[src/rtl/demux_reg_array.sv]
// Registered 1-to-NUM_OUT demultiplexer: one input word per cycle is steered into a
// one-entry holding register per output, each draining through its own valid/ready pair.
module demux_reg_array #(
  parameter int SIZE      = 16,
  parameter int NUM_OUT   = 4,
  parameter int SEL_WIDTH = 2
) (
  input  logic                      clk,
  input  logic                      reset_n,
  input  logic                      in_valid,
  output logic                      in_ready,
  input  logic [SEL_WIDTH-1:0]      sel,
  input  logic [SIZE-1:0]           in_data,
  output logic [NUM_OUT-1:0]        out_valid,
  input  logic [NUM_OUT-1:0]        out_ready,
  output logic [NUM_OUT*SIZE-1:0]   out_data,
  output logic [7:0]                drop_count
);

  // One extra bit so NUM_OUT == 2**SEL_WIDTH is representable.
  localparam logic [SEL_WIDTH:0] NUM_OUT_W = (SEL_WIDTH + 1)'(NUM_OUT);

  logic                 w_sel_legal;
  logic [NUM_OUT-1:0]   w_sel_hot;
  logic [NUM_OUT-1:0]   w_load;
  logic [NUM_OUT-1:0]   w_drain;
  logic                 w_accept;
  logic                 w_drop;

  logic [NUM_OUT-1:0]   r_valid;
  logic [SIZE-1:0]      r_data [NUM_OUT];
  logic [7:0]           r_drop_count;

  assign w_sel_legal = ({1'b0, sel} < NUM_OUT_W);

  generate
    for (genvar i = 0; i < NUM_OUT; i++) begin : g_hot
      localparam logic [SEL_WIDTH-1:0] IDX = SEL_WIDTH'(i);
      assign w_sel_hot[i] = (sel == IDX);
    end
  endgenerate

  // An out-of-range sel selects no output, so the word is always taken and dropped.
  assign in_ready = ~|(w_sel_hot & r_valid & ~out_ready);
  assign w_accept = in_valid & in_ready;
  assign w_load   = w_sel_hot & {NUM_OUT{w_accept}};
  assign w_drain  = r_valid & out_ready;
  assign w_drop   = w_accept & ~w_sel_legal;

  // NOTE: sequential state uses non-blocking assignments so every register samples
  // pre-edge values regardless of statement order within or across blocks.
  // NOTE: the holding registers are reset along with their flags because the
  // reset value of out_data is observable on the ports.
  always_ff @(posedge clk) begin
    if (!reset_n) begin
      r_valid <= '0;
      for (int i = 0; i < NUM_OUT; i++) r_data[i] <= '0;
    end else begin
      // A refill in the same cycle as a drain keeps the flag set with no bubble.
      r_valid <= w_load | (r_valid & ~w_drain);
      for (int i = 0; i < NUM_OUT; i++) begin
        if (w_load[i]) r_data[i] <= in_data;
      end
    end
  end

  always_ff @(posedge clk) begin
    if (!reset_n) begin
      r_drop_count <= '0;
    end else if (w_drop && (r_drop_count != 8'hFF)) begin
      r_drop_count <= r_drop_count + 8'd1;
    end
  end

  assign out_valid  = r_valid;
  assign drop_count = r_drop_count;

  generate
    for (genvar i = 0; i < NUM_OUT; i++) begin : g_out
      assign out_data[i*SIZE +: SIZE] = r_data[i];

      a_hold_until_drain : assert property (@(posedge clk) disable iff (!reset_n)
        (r_valid[i] && !out_ready[i]) |=> (r_valid[i] && $stable(r_data[i])));
    end
  endgenerate

  a_drop_saturates : assert property (@(posedge clk) disable iff (!reset_n)
    (r_drop_count == 8'hFF) |=> (r_drop_count == 8'hFF));

endmodule
[config.mk]
export PLATFORM = sky130hd
export DESIGN_NAME = demux_reg_array
export DESIGN_NICKNAME = d
export VERILOG_FILES = /design/src/rtl/demux_reg_array.sv
export SDC_FILE = /design/constraint.sdc
export NUM_CORES = 1
export LEC_CHECK = 0
export CAP_MARGIN = 20
export CORE_MARGIN = 3
export CORE_UTILIZATION = 48
export CTS_CLUSTER_DIAMETER = 50
export CTS_CLUSTER_SIZE = 20
export DETAILED_ROUTE_END_ITERATION = 12
export PLACE_DENSITY_LB_ADDON = 0.2
export SYNTH_ARGS = -nofsm -noshare
export SYNTH_HDL_FRONTEND = slang
export SYNTH_SLANG_ARGS = --single-unit
export TNS_END_PERCENT = 1
[constraint.sdc]
create_clock -name clk -period 8.42 [get_ports clk]
set_clock_uncertainty 0.2 [all_clocks]
set_input_delay 1.263 -clock clk [delete_from_list [all_inputs] [get_ports clk]]
set_output_delay 1.263 -clock clk [all_outputs]
set_load 0.01 [all_outputs]
==> impl_metrics.csv <==
group,metric,value,unit
critical_path,end_kind,"output port",
floorplanning,start_util,0.505,
clocking,clock_path_buffers,2,
power_and_ir_drop,total_power,732,uW
critical_path,crit_arrival,2950,ps
power_and_ir_drop,switchingPower,169,uW
timing,hold_viol_final,0,
placed_design,hpwl,4.50,mm
power_and_ir_drop,power.internal,562,uW
timing,period_needed,4410,ps
floorplanning,fp.dieH,83.1,um
logic_synthesis,ys_warn_count,0,
clocking,cts.sinks,68,
outcome,status,"finished clean",
timing,slew_headroom,0.349,
logic_synthesis,synth_ff_type,"edfxtp_1",
critical_path,startpoint,"sel[1]",
routing,drtIter0Drc,119,
timing,tightest_slew,972,ps
finish,finalNetCount,318,
logic_synthesis,yosys-top-cells-count,"64 x edfxtp_1, 54 x nor3_1, 17 x nand3_1, 11 x buf_2",
clocking,clk_latency,330,ps
finish,finalInstanceArea,0.00397,mm2
global_routing,grt.overflow.total,0,
routing,num_vias,1993,
critical_path,worstPathRequired,6960,ps
finish,syn2layout_area_growth,39.1,%
critical_path,start_kind,"input port",
critical_path,timing.rr.start,"out_valid[0]$_SDFF_PN0_",
power_and_ir_drop,power_frac_comb,0.117,
floorplanning,fp.dieW,83.1,um
routing,dr.pass1.iters,4,
logic_synthesis,synthTopCellsByArea,"edfxtp_1 67%, nor3_1 9.5%, nor3_2 3.2%, nand3_1 3.0%, dfxtp_1 2.8%",
floorplanning,fp.coreArea,0.00564,mm2
job,maxCapViolations,0,
power_and_ir_drop,pwr-share-clk,0.349,
global_routing,antenna_found_initial,0,
floorplanning,rows,27,
global_routing,grt_max_degree,25,
clocking,cts_tree,"built",
power_and_ir_drop,seqPwrFrac,0.534,
critical_path,crit_type,"in -> out",
finish,n_antenna_cell,0,
clocking,post-cts-setup-buffers,0,
timing,fin_tns_setup,0,ps
critical_path,worst-path-max-fanout,9,
floorplanning,ioPinCount,102,
clocking,cts_hold_buf,0,
finish,drive_gt1_frac,0.128,
power_and_ir_drop,ir_worst_vdd,0.109,mV
timing,finalCritPeriodShare,0.524,
power_and_ir_drop,switching_share,0.232,
global_routing,grt_pass1_vias,1813,
floorplanning,dieArea,0.00690,mm2
global_routing,grt_pass1_wl,9.85,mm
critical_path,r2r_setup_slack,6450,ps
global_routing,grt_use_total,0.185,
clocking,cts_buffers,9,
logic_synthesis,synth_edf_count,64,
timing,rsz0062_at_grt,"no",
clocking,cts.clk_slew.worst_paths,70,ps
logic_synthesis,synth_cell_type_count,23,
routing,wire_per_inst,17.4,um
placed_design,io_buffers,93,
timing,max_freq,0.227,GHz
logic_synthesis,ys_ff_latch,68,
logic_synthesis,netlist_instances,204,
logic_synthesis,yosysSeqAreaShare,0.702,
logic_synthesis,ys_async_sr_fraction,0,
power_and_ir_drop,power_density,184,mW/mm2
logic_synthesis,yosysTopAreaCellShare,0.674,
logic_synthesis,synth_most_common_cell,"edfxtp_1",
power_and_ir_drop,leakagePower,0.00136,uW
logic_synthesis,yosysTopAreaCell,"edfxtp_1",
routing,post_drt_via_cell_ratio,5.39,
worst_hold_path,hold_start,"out_valid[1]$_SDFF_PN0_",
timing,drv_slew,0,
routing,ant_nets,0,
routing,wl,6.42,mm
worst_hold_path,min_path_type,"reg -> reg",
timing,setup_viol,0,
logic_synthesis,syn_avg_cell_area,14.0,um2
clocking,cts_resized,0,
clocking,clockRootBuffer,"clkbuf_8",
placed_design,gp_congestion,0.799,
logic_synthesis,synth_area,0.00285,mm2
routing,drcViolationCount,0,
clocking,htree_levels,3,
placed_design,dpl_cell_area,0.00377,mm2
-- kinds of logic (layout without fill, tap and decap cells) --
family                 after synthesis  in the layout  synth area share
muxes                                1              1           0.00790
DFF                                 68             68             0.702
AOI/OAI and AO/OA                    8              8            0.0211
buffers and inverters               30            117            0.0724
and+or+nand+nor                     96             96             0.195
other                                1              8           0.00132
-- per-stage QoR --
step	cells	setup slack [ps]	util	hold slack [ps]
2_1_floorplan	211	4780	-	324
3_3_place_gp	353	4050	0.667	315
3_5_place_dp	354	4030	0.669	336
4_1_cts	370	4020	0.703	346
5_1_grt	370	3970	0.703	377
6_report	370	4010	0.703	346
-- final timing paths --
| kind | to | cells after the start |
|---|---|---|
| max | in_ready | 3 |
| min | out_valid[1]$_SDFF_PN0_ | 2 |
| max reg2reg | r_data[0][5]$_SDFFCE_PN0P_ | 3 |
| min reg2reg | out_valid[1]$_SDFF_PN0_ | 2 |
-- flip-flops by register name, indices dropped and copies added (netlist names) --
name       cells
r_data        64
out_valid      4
-- placed cells by master (no fill, tap or decap), drive strengths merged --
| cell | synthesis | routed |
|---|---|---|
| a21boi | 3 | 3 |
| inv | 1 | 1 |
| o31ai | 4 | 4 |
| mux4 | 1 | 1 |
| nor2b | 4 | 4 |
| dfxtp | 4 | 4 |
| nand2 | 1 | 1 |
| or2 | 1 | 1 |
| clkdlybuf4s50 | 0 | 93 |
| nor3 | 64 | 64 |
| conb | 1 | 8 |
| clkinv | 0 | 4 |
| buf | 25 | 7 |
| edfxtp | 64 | 64 |
| clkinvlp | 0 | 2 |
| clkbuf | 4 | 9 |
| nor3b | 1 | 1 |
| bufinv | 0 | 1 |
| nand3b | 2 | 2 |
| nand3 | 17 | 17 |
| o21a | 1 | 1 |
| nand2b | 6 | 6 |
-- area by class of cell --
| cell class | instances | area (um2) |
|---|---|---|
| fill | 439 | 1680 |
| tap | 72 | 90.1 |
| multi-input combinational | 113 | 692 |
| timing repair buffer | 100 | 987 |
| sequential | 68 | 2000 |
| inverter | 1 | 3.75 |
| clock buffer | 9 | 124 |
| clock inverter | 7 | 67.6 |
-- per-layer routing --
layer / vias up / wire [um] / track usage
li1: 928 / - / -
met1: 941 / 2710 / 0.272
met2: 116 / 3070 / 0.267
met3: 8 / 542 / 0.0327
met4: 0 / 96 / 0.0832
met5: - / 0 / 0
-- power by group through the flow --
stage	clock network (uW)	registers, uW	logic, uW
3_3_place_gp	0	398	83.8
6_report	256	390	85.6
4_1_cts	260	391	86.1
5_1_grt	271	392	91.1
2_1_floorplan	0	406	32.6
3_5_place_dp	0	398	85.6
-- worst max-delay path, cell delays in order --
cell	delay [ps]
clkdlybuf4s50_1	660
mux4_2	540
clkdlybuf4s50_1	490
Note: power is estimated with default switching activity, not from simulation.
